## config.mk

```make
export PLATFORM = sky130hd
export DESIGN_NAME = pc_sequencer
export DESIGN_NICKNAME = d
export VERILOG_FILES = /design/src/rtl/pc_pkg.sv /design/src/rtl/return_stack.sv /design/src/rtl/pc_sequencer.sv
export SDC_FILE = /design/constraint.sdc
export NUM_CORES = 1
export LEC_CHECK = 0
export ABC_CLOCK_PERIOD_IN_PS = 3800
export CORE_UTILIZATION = 55
export CTS_BUF_LIST = sky130_fd_sc_hd__clkbuf_4
export DETAILED_ROUTE_END_ITERATION = 8
export PLACE_DENSITY = 0.84
export SYNTH_ARGS = -nofsm -noshare
export SYNTH_HDL_FRONTEND = slang
export SYNTH_SLANG_ARGS = --single-unit
export TNS_END_PERCENT = 10
```

## constraint.sdc

```tcl
create_clock -name clk -period 3.8 [get_ports clk]
set_input_delay 0.95 -clock clk [delete_from_list [all_inputs] [get_ports clk]]
set_output_delay 0.95 -clock clk [all_outputs]
set_load 0.005 [all_outputs]
```

## src/rtl/pc_pkg.sv

```systemverilog
// Shared definitions for the program-counter sequencer: operation encodings
// and the stack-count width helper.
package pc_pkg;

  typedef enum logic [2:0] {
    OP_INC    = 3'd0,
    OP_HOLD   = 3'd1,
    OP_JUMP   = 3'd2,
    OP_BRANCH = 3'd3,
    OP_CALL   = 3'd4,
    OP_RET    = 3'd5
  } pc_op_t;

  function automatic int count_w(input int depth);
    return $clog2(depth + 1);
  endfunction

endpackage

```

## src/rtl/return_stack.sv

```systemverilog
// LIFO return-address stack. Only the occupancy counter is reset; stored
// entries are unreachable until the counter covers them again.
module return_stack
  import pc_pkg::*;
#(
  parameter int WIDTH       = 32,
  parameter int STACK_DEPTH = 4,
  localparam int CW = count_w(STACK_DEPTH),
  localparam int AW = $clog2(STACK_DEPTH)
) (
  input  logic             clk,
  input  logic             n_rst,
  input  logic             push,
  input  logic             pop,
  input  logic [WIDTH-1:0] push_data,
  output logic [WIDTH-1:0] top,
  output logic [CW-1:0]    count,
  output logic             full,
  output logic             empty
);

  logic [WIDTH-1:0] mem_q [STACK_DEPTH];
  logic [CW-1:0]    count_q, count_d, count_m1;
  logic [AW-1:0]    wr_idx, rd_idx;

  assign count_m1 = count_q - CW'(1);
  assign wr_idx   = count_q[AW-1:0];
  assign rd_idx   = count_m1[AW-1:0];

  assign full  = (count_q == CW'(STACK_DEPTH));
  assign empty = (count_q == '0);
  assign count = count_q;
  assign top   = mem_q[rd_idx];

  always_comb begin
    count_d = count_q;
    if (push && !full)
      count_d = count_q + CW'(1);
    else if (pop && !empty)
      count_d = count_m1;
  end

  always_ff @(posedge clk) begin
    if (!n_rst)
      count_q <= '0;
    else
      count_q <= count_d;
  end

  always_ff @(posedge clk) begin
    if (push && !full)
      mem_q[wr_idx] <= push_data;
  end

endmodule

```

## src/rtl/pc_sequencer.sv

```systemverilog
// Program-counter sequencer: address register, next-address mux/adder,
// op decode and a one-cycle fault flag for illegal CALL/RET.
module pc_sequencer
  import pc_pkg::*;
#(
  parameter int               WIDTH       = 32,
  parameter int               STEP        = 1,
  parameter logic [WIDTH-1:0] RESET_ADDR  = '0,
  parameter int               STACK_DEPTH = 4,
  localparam int CW = count_w(STACK_DEPTH)
) (
  input  logic             clk,
  input  logic             n_rst,
  input  logic [WIDTH-1:0] in_bus,
  input  logic [2:0]       op,
  output logic [WIDTH-1:0] out_address,
  output logic [CW-1:0]    stack_count,
  output logic             stack_full,
  output logic             stack_empty,
  output logic             fault
);

  logic [WIDTH-1:0] addr_q, addr_d;
  logic             fault_q, fault_d;
  logic             push, pop;
  logic [WIDTH-1:0] seq_addr, ret_addr;

  assign seq_addr = addr_q + WIDTH'(STEP);
  assign push     = (op == OP_CALL) && !stack_full;
  assign pop      = (op == OP_RET)  && !stack_empty;
  assign fault_d  = ((op == OP_CALL) && stack_full) || ((op == OP_RET) && stack_empty);

  return_stack #(
    .WIDTH       (WIDTH),
    .STACK_DEPTH (STACK_DEPTH)
  ) u_stack (
    .clk       (clk),
    .n_rst     (n_rst),
    .push      (push),
    .pop       (pop),
    .push_data (seq_addr),
    .top       (ret_addr),
    .count     (stack_count),
    .full      (stack_full),
    .empty     (stack_empty)
  );

  // Codes 6/7 and rejected CALL/RET fall through to hold the address.
  always_comb begin
    addr_d = addr_q;
    case (op)
      OP_INC:    addr_d = seq_addr;
      OP_JUMP:   addr_d = in_bus;
      OP_BRANCH: addr_d = addr_q + in_bus;  // two's-complement add covers negative offsets
      OP_CALL:   if (push) addr_d = in_bus;
      OP_RET:    if (pop)  addr_d = ret_addr;
      default:   addr_d = addr_q;
    endcase
  end

  always_ff @(posedge clk) begin
    if (!n_rst) begin
      addr_q  <= RESET_ADDR;
      fault_q <= 1'b0;
    end else begin
      addr_q  <= addr_d;
      fault_q <= fault_d;
    end
  end

  assign out_address = addr_q;
  assign fault       = fault_q;

endmodule

```

---- Yosys cells after proc, flatten, opt, wreduce, memory -nomap -nowiden ----
Memory sizes are Yosys's and may differ from the RTL's.
Cells that the tools add are included.
Widths: inputs -> output; s select.
storage, ports and cells
  bits in registers ....................... 36
  bits in writable memories ............... 128
  bits of input ports ..................... 37
  word-level logic and storage cells ...... 36
  memories ................................ 1
operators by class
  add/subtract/negate cells ............... 4
  equal/unequal tests ..................... 7
  mux-type cells .......................... 7
  reductions and logical operators ........ 14
memories
  memory         depth  width  rd ports  clocked after memory_dff  wr ports  RTL line            text
  u_stack.mem_q  4      32     1         0                         1         return_stack.sv:22  logic [WIDTH-1:0] mem_q [STACK_DEPTH];
operator list
  kind                   count
  $pmux 32 s5            1
  $mux 32                2
  $add 32x1->32 const B  1
  $add 32x32->32         1
  $eq 3x3->1 const B     3
  $eq 3x2->1 const B     2
  $logic_and 1x1->1      6
  $logic_not 3->1        2
  $mux 3                 2
  $reduce_bool 5->1      1
  $ne 2x1->1 const B     2
  $add 3x1->3 const B    1
  $reduce_and 3->1       1
  $sub 3x1->3 const B    1
  $logic_not 1->1        2
  $mux 1                 2
  $reduce_bool 2->1      1
  $logic_or 1x1->1       1

---- Logic depth before layout (Yosys ltp) ----
Gate-level depths: netlist of the first run.
  depth in word-level cells ............... 6
  mapped depth ............................ 14
  gate-level depth less buffers ........... 12

---- Modules after synthesis ----
From an unflattened synthesis of the first run, not the netlist that was laid out.
second synthesis, totals
  cells, all modules ...................... 912
  area total of the unflattened synthesis .. 9870.7 sq um
by module, submodules not included
  module        instances  cells each  area each (sq um)  seq. area each (sq um)
  pc_sequencer  1          710         4941.0             660.6
  return_stack  1          202         4929.7             3903.7

---- Worst setup path before layout of the first run ----
No wires, ideal clock.
  path kind ............................... reg2reg
  from .................................... reg u_stack.count_q[0], in the netlist u_stack.count[0]
  to ...................................... mem u_stack.mem_q[3][0], enable pin
  setup time .............................. 0.394 ns
  data arrival time ....................... 2.890 ns
  required time ........................... 3.406 ns
  setup slack ............................. 0.517 ns
  cell stages (with the launch flop) ...... 9
  buffers on the path ..................... 3
  path through ............................ dfxtp_1 -> buf_2 -> buf_6 -> buf_2 -> inv_1 -> ha_1 -> ha_1 -> nor3_1 -> and2_1
between the ends
  word-level cells in the longest chain between the ends .. 6
RTL lines
  item                            RTL line                                text
  start, declared                 return_stack.sv:23                      logic [CW-1:0] count_q, count_d, count_m1;
  start signal, assigned          return_stack.sv:47                      count_q <= count_d;
  $eq 3x3->1 *                    return_stack.sv:30                      assign full = (count_q == CW'(STACK_DEPTH));
  net stack_full                  pc_sequencer.sv:18                      output logic stack_full,
  $logic_not 1->1 *               return_stack.sv:51, pc_sequencer.sv:29
  $logic_and 1x1->1               pc_sequencer.sv:29                      assign push = (op == OP_CALL) && !stack_full;
  $logic_and 1x1->1 *             return_stack.sv:51                      if (push && !full)
  $mux 1 *                        return_stack.sv:51
  $mux 1 (implied by the code) *  return_stack.sv:52                      mem_q[wr_idx] <= push_data;
  end, declared                   return_stack.sv:22
Mark *: on every way through the listed nets, which the timed path passes. The rest lies on a longest branch.

---- Final worst setup path of the first run ----
  from .................................... in in_bus[0]
  to ...................................... reg addr_q[28], in the netlist out_address[28]
between the ends
  word-level cells in the longest chain between the ends .. 2
RTL lines
  item                  RTL line            text
  start, declared       pc_sequencer.sv:14  input logic [WIDTH-1:0] in_bus,
  $add 32x32->32        pc_sequencer.sv:54  OP_BRANCH: addr_d = addr_q + in_bus;
  $pmux 32 s5           pc_sequencer.sv:51  case (op)
  end signal, assigned  pc_sequencer.sv:66  addr_q <= addr_d;
  end, declared         pc_sequencer.sv:23  logic [WIDTH-1:0] addr_q, addr_d;
No other way between the ends.
A chain may end at the register's enable or synchronous reset.

==> results.toml, run 1 <==
[status]
run_status = "finished, final reports clean"

[yosys]
synth_area_leader_cell = "edfxtp_1"
ys_warn_count = 0
synth_top_family_by_area = "compound AO/OA/AOI/OAI gates"
synth.area.top_cells = "edfxtp_1 41%, dfxtp_1 7.7%, mux4_2 7.7%"
syn_inst = 810
synth-xor-area-share = 0.05144
synth_edf_count = 128
synth_fa_ha_area_frac = 0.05291
synthMuxAreaShare = 0.09206
yosysSeqAreaShare = 0.4874
synth_seq_cells = 164
yosys.area.top_type_share = 0.4105
synth-simple-area-share = 0.1112
syn_area_um2 = 9364
syn_avg_cell_area_um2 = 11.56
synth_compound_area_frac = 0.1754
synth_nets = 886
async_flop_share = 0
synth_ff_type = "edfxtp_1"
synth_cell_types = 75

[grt]
grt_max_degree = 36
antenna_found_initial = 0
grt_use_total = 0.3077
grt_pass1_wl_um = 40580
overflow = 0
grt_pass1_vias = 7315

[cells_and_area]
post-route-cell-area_um2 = 10750
multi_input_area_um2 = 4528
final_nets = 971
fin_util = 0.6481
finalNonFillerCells = 1128
diodes = 0
nFillCells = 1326
final_layout_size_suffix_gt1_frac = 0.1278
synthToLayoutAreaGrowth_pct = 14.78
register_area_um2 = 4566

[critical_path]
crit_slowest_cell = "clkdlybuf4s50_1"
path_max_fanout = 4
worst-endpoint-arrival_ns = 3.66
cpMostUsedCell = "nand2b_1"
crit_chain = "clkdlybuf4s50_1 > ha_1 > inv_1 > fa_1 > nand2b_1 > a21o_1 > a31o_2 > a21oi_2 > o22ai_4 > o21ai_4 > a41o_1 > o21ai_1 > nand2b_1"
reg2reg_slack_ns = 0.92
r2r_end = "out_address[15]"
worst-path-buf-inv = 2
start_kind = "input pin"
crit_family = "compound AO/OA/AOI/OAI gates"
reg2regPathDepth = 10
crit_path_max_incr_delay_ns = 0.48
required_ns = 4.29
worstSetupPathType = "input pin to flip-flop"
r2r_start = "u_stack.count[1]"
crit_path_end_kind = "flip-flop"

[sta]
max_freq_ghz = 0.3146
worst_pin_slew_ns = 0.6972
rsz0062_at_grt = "no"
drv_slew = 0
timing.final.ws_setup_ns = 0.6212
skew_ns = 0.02402
maxSlewHeadroom = 0.5352
hold_viol_final = 0
setup_viol = 0
fin_tns_setup_ns = 0
period_share = 0.8365
min_period_ns = 3.179

[placed_design]
dp_hpwl_um = 18070
place_ws_ns = 0.02611
port_buffers = 74
place_area_um2 = 10490
gp_congestion = 0.9675
dpl.cell_count = 1096

[power]
leakagePower_nw = 3.955
p_per_area_nw_per_um2 = 390.3
ir_drop_mv = 0.2304

[worst_hold_path]
hp-class = "flip-flop to flip-flop"
whs_endpoint = "u_stack.count[1]"
hp-start = "u_stack.count[1]"
hold_depth = 2

[detailed_routing]
wl_um = 26410
wl_per_cell_um = 23.41
top_layer_used = "met4"
first_pass_iters = 5
drtIter0Drc = 874
via_per_inst = 6.727
ant_nets = 0
drt-met1-wl_um = 10920
vias = 7588
met3WireLength_um = 2252
dr_wl_met2_um = 12110
drc = 0

[clock_tree]
numCtsBuffers = 17
tritoncts = "yes"
insertion_delay_ns = 0.58
clock_sinks = 164
root_buffer = "clkbuf_4"
cts_resized = 0
ctsHoldBuffers = 0
cts-htree-levels = 4
clockBufferDepth = 2
cts_setup_buffers = 0
clk_pin_slew_ns = 0.14

[floorplanning]
core_um2 = 16580
die_w_um = 132.5
die_area_um2 = 17550
ios = 75
die_h_um = 132.5
num_rows = 47
initial_core_util = 0.5647

[flow_run]
max_cap_violations = 0
-- cells by family after synthesis --
family	count (synthesis)
AND/OR/NAND/NOR	206
AO/OA/AOI/OAI	238
multiplexers	46
adder cells (fa/ha/maj)	39
buffers and inverters	62
flip-flops	164
XOR/XNOR	55
-- metrics by stage --
stage / power (mW) / hold slack, ns
floorplan: 2.830 / 0.5081
global placement: 3.186 / 0.5278
detailed placement: 3.206 / 0.5273
CTS: 4.162 / 0.5449
global route: 4.345 / 0.5687
finish: 4.195 / 0.5443
-- area by class of cell --
class | count | area share
inverter | 19 | 0.006636
timing repair buffer | 109 | 0.09756
sequential | 164 | 0.4248
multi-input combinational | 584 | 0.4213
clock buffer | 17 | 0.01187
tap | 220 | 0.02561
clock inverter | 15 | 0.01222
-- worst min-delay path, stage by stage, from the launching register on --
cell	delay [ns]
dfxtp_1	0.37
nand3_1	0.08
a21oi_1	0.06
-- cells in the mapped netlist, drive strengths merged, types with 3 or more instances --
library cell  count
edfxtp          128
a21oi            61
nand2            54
o21ai            49
nor2             45
ha               38
dfxtp            36
xnor2            33
mux4             32
a21o             29
clkbuf           24
xor2             22
nand3            20
buf              19
inv              18
and3             15
nor3             15
a221oi           14
mux2i            13
and2             11
nor2b            11
nand4            10
a211oi            9
and4              9
o211ai            8
o221ai            8
a31oi             7
a311o             6
nand2b            6
o22ai             6
a21boi            4
a221o             4
a22oi             4
o21a              4
a31o              3
o211a             3
o21bai            3
-- power by group --
part	leakage (nW)	total [mW]	switching, mW	internal (mW)
Combinational	2.35	1.08	0.595	0.486
Sequential	1.47	2.12	0.0929	2.03
Clock	0.131	0.996	0.669	0.327
Total	3.95	4.19	1.36	2.84
-- cell usage in the layout (no fill, tap or decap), types with 5 or more instances in the layout --
cell type	synthesis	final
a211oi_1	8	8
a21o_1	29	29
a21oi_1	58	57
a221oi_1	14	14
a311o_1	6	6
a31oi_1	7	7
and2_1	10	9
and3_1	14	14
and4_1	9	9
buf_4	0	31
clkbuf_4	0	17
clkdlybuf4s50_1	0	73
clkinv_1	1	5
dfxtp_1	36	35
edfxtp_1	128	128
ha_1	38	38
inv_1	18	18
mux2i_1	13	13
mux4_2	32	32
nand2_1	54	54
nand2b_1	6	6
nand3_1	20	20
nand4_1	10	10
nor2_1	45	45
nor2b_1	11	11
nor3_1	15	15
o211ai_1	7	7
o21ai_0	42	42
o21ai_1	6	6
o221ai_1	8	8
o22ai_1	5	5
xnor2_1	33	33
xor2_1	22	22
-- flip-flops by register name (all words and copies together), names as in the netlist --
name,cells
u_stack.count,3
u_stack.mem_q,128
fault,1
out_address,32
-- routing by layer --
metal | track usage | vias up
li1 | - | 3335
met1 | 0.4111 | 3710
met2 | 0.4772 | 463
met3 | 0.06284 | 80
met4 | 0.1603 | 0
met5 | 0 | -
-- how the worst max path moves through the flow --
stage,start,to,slack (ns),cells past startpoint
2_1_floorplan,u_stack.count[0],u_stack.mem_q[3][0],0.52,8
3_3_place_gp,in_bus[0],out_address[28],0.06,13
3_5_place_dp,in_bus[0],out_address[28],0.03,13
4_1_cts,u_stack.count[0],stack_count[0],0.64,2
5_1_grt,in_bus[0],out_address[24],0.42,13
6_report,in_bus[0],out_address[28],0.62,13
Note: power is estimated with default switching activity, not from simulation.
==> run 2: changes to the inputs <==
Settings changed: ABC_CLOCK_PERIOD_IN_PS 3800 to 3020.
Clock period 3.8 ns to 3.02 ns, I/O delays scaled along.
==> results.toml, run 2 (synthesis results as in run 1) <==
[power]
ir_drop_mv = 0.3466
p_per_area_nw_per_um2 = 477.2
leakagePower_nw = 4.425
power_mw = 5.487

[critical_path]
crit_path_max_incr_delay_ns = 0.48
crit_chain = "clkdlybuf4s50_1 > ha_1 > inv_1 > fa_1 > nand2b_1 > a21o_1 > a31o_2 > a21oi_4 > o22ai_4 > o21ai_4 > a41o_1 > o21ai_1 > nand2b_1"
crit_slowest_cell = "clkdlybuf4s50_1"
required_ns = 3.53
worstSetupPathType = "input pin to flip-flop"
start_kind = "input pin"
crit_path_end_kind = "flip-flop"
cpMostUsedCell = "nand2b_1"
worst-endpoint-arrival_ns = 3.40
path_max_fanout = 4

[detailed_routing]
ant_nets = 0
wl_um = 27220
wl_per_cell_um = 22.33
drtIter0Drc = 771
vias = 7811
via_per_inst = 6.408
drc = 0
first_pass_iters = 5

[floorplanning]
ios = 75
die_w_um = 132.5
die_h_um = 132.5
die_area_um2 = 17550
core_um2 = 16580
num_rows = 47
initial_core_util = 0.5647

[cells_and_area]
synthToLayoutAreaGrowth_pct = 22.78
nFillCells = 1281
finalNonFillerCells = 1219
largest_register_ffs = 128
final_nets = 1061
post-route-cell-area_um2 = 11500
final_layout_size_suffix_gt1_frac = 0.2096
layout_commonest_cell = "edfxtp_1"
fin_util = 0.6933
layout.cells.most_common_list = "128 x edfxtp_1, 117 x buf_4, 73 x clkdlybuf4s50_1"
regMostFlops = "u_stack.mem_q"

[worst_hold_path]
hp-class = "input pin to flip-flop"

[placed_design]
dpl.cell_count = 1186
place_area_um2 = 11210
port_buffers = 74
gp_congestion = 0.9806
dp_hpwl_um = 19660
place_ws_ns = -0.5052

[grt]
overflow = 0
grt_max_degree = 38
grt_pass1_vias = 7718
grt_pass1_wl_um = 42130
antenna_found_initial = 2
grt_use_total = 0.3198

[sta]
fin_tns_setup_ns = 0
min_period_ns = 2.897
period_share = 0.9592
timing.final.ws_setup_ns = 0.1233
setup_viol = 0
drv_slew = 0
hold_viol_final = 0
worst_pin_slew_ns = 0.6657
maxSlewHeadroom = 0.5557
skew_ns = 0.02255
rsz0062_at_grt = "no"
max_freq_ghz = 0.3452
holdWs_ns = 0.5709

[clock_tree]
cts-htree-levels = 4
insertion_delay_ns = 0.59
tritoncts = "yes"
clockBufferDepth = 2
clock_sinks = 164
clk_pin_slew_ns = 0.15
numCtsBuffers = 17
root_buffer = "clkbuf_4"
cts_setup_buffers = 0

[flow_run]
max_cap_violations = 0

[status]
run_status = "finished, final reports clean"
## run 2: changes by cell type in the layout (fill, tap and decap cells not counted), sizes merged
cell      delta
diode        +2
inv          +1
clkbuf       +1
buf         +90
clkinv       -2
clkinvlp     -1
## run 2: layer usage
layer	up-vias	global-route usage	share of wire
met5	-	0	0
met2	449	0.5067	0.47
met1	3762	0.4258	0.40
met3	88	0.05479	0.081
met4	0	0.1635	0.041
li1	3512	-	-
## run 2: cell type report
cell class                 count  area, um2  area share
sequential                   164       4566      0.3971
multi-input combinational    584       4543      0.3951
clock inverter                13      127.6     0.01110
tap                          220      275.3     0.02394
inverter                      19      71.32    0.006203
timing repair buffer         199       1774      0.1543
antenna                        2      5.005   0.0004353
clock buffer                  18      135.1     0.01175
## run 2: final timing paths
| kind | cells past startpoint | slack, ns | from | end |
|---|---|---|---|---|
| hold / removal | 3 | 0.57 | op[0] | fault |
| setup reg to reg | 11 | 0.35 | out_address[1] | out_address[28] |
| hold reg to reg | 2 | 0.57 | out_address[2] | out_address[2] |
| setup / recovery | 13 | 0.12 | in_bus[0] | out_address[28] |
## run 2: power breakdown
group | switching [mW] | leakage (nW) | total (mW) | internal [mW]
Combinational | 0.802 | 2.81 | 1.57 | 0.771
Clock | 0.828 | 0.141 | 1.26 | 0.427
Sequential | 0.109 | 1.47 | 2.66 | 2.55
## run 2: worst max-delay path: cells and delay by family
kind,cells,cell delay (ns)
AND/OR/NAND/NOR,2,0.32
buffers and inverters,2,0.53
AO/OA/AOI/OAI,7,1.24
adder cells (fa/ha/maj),2,0.55
## run 2: timing repair
action                     CTS  global route
hold endpoints to repair     0             0
setup endpoints to repair    0             3
resized for setup            0             2
hold buffers                 0             0
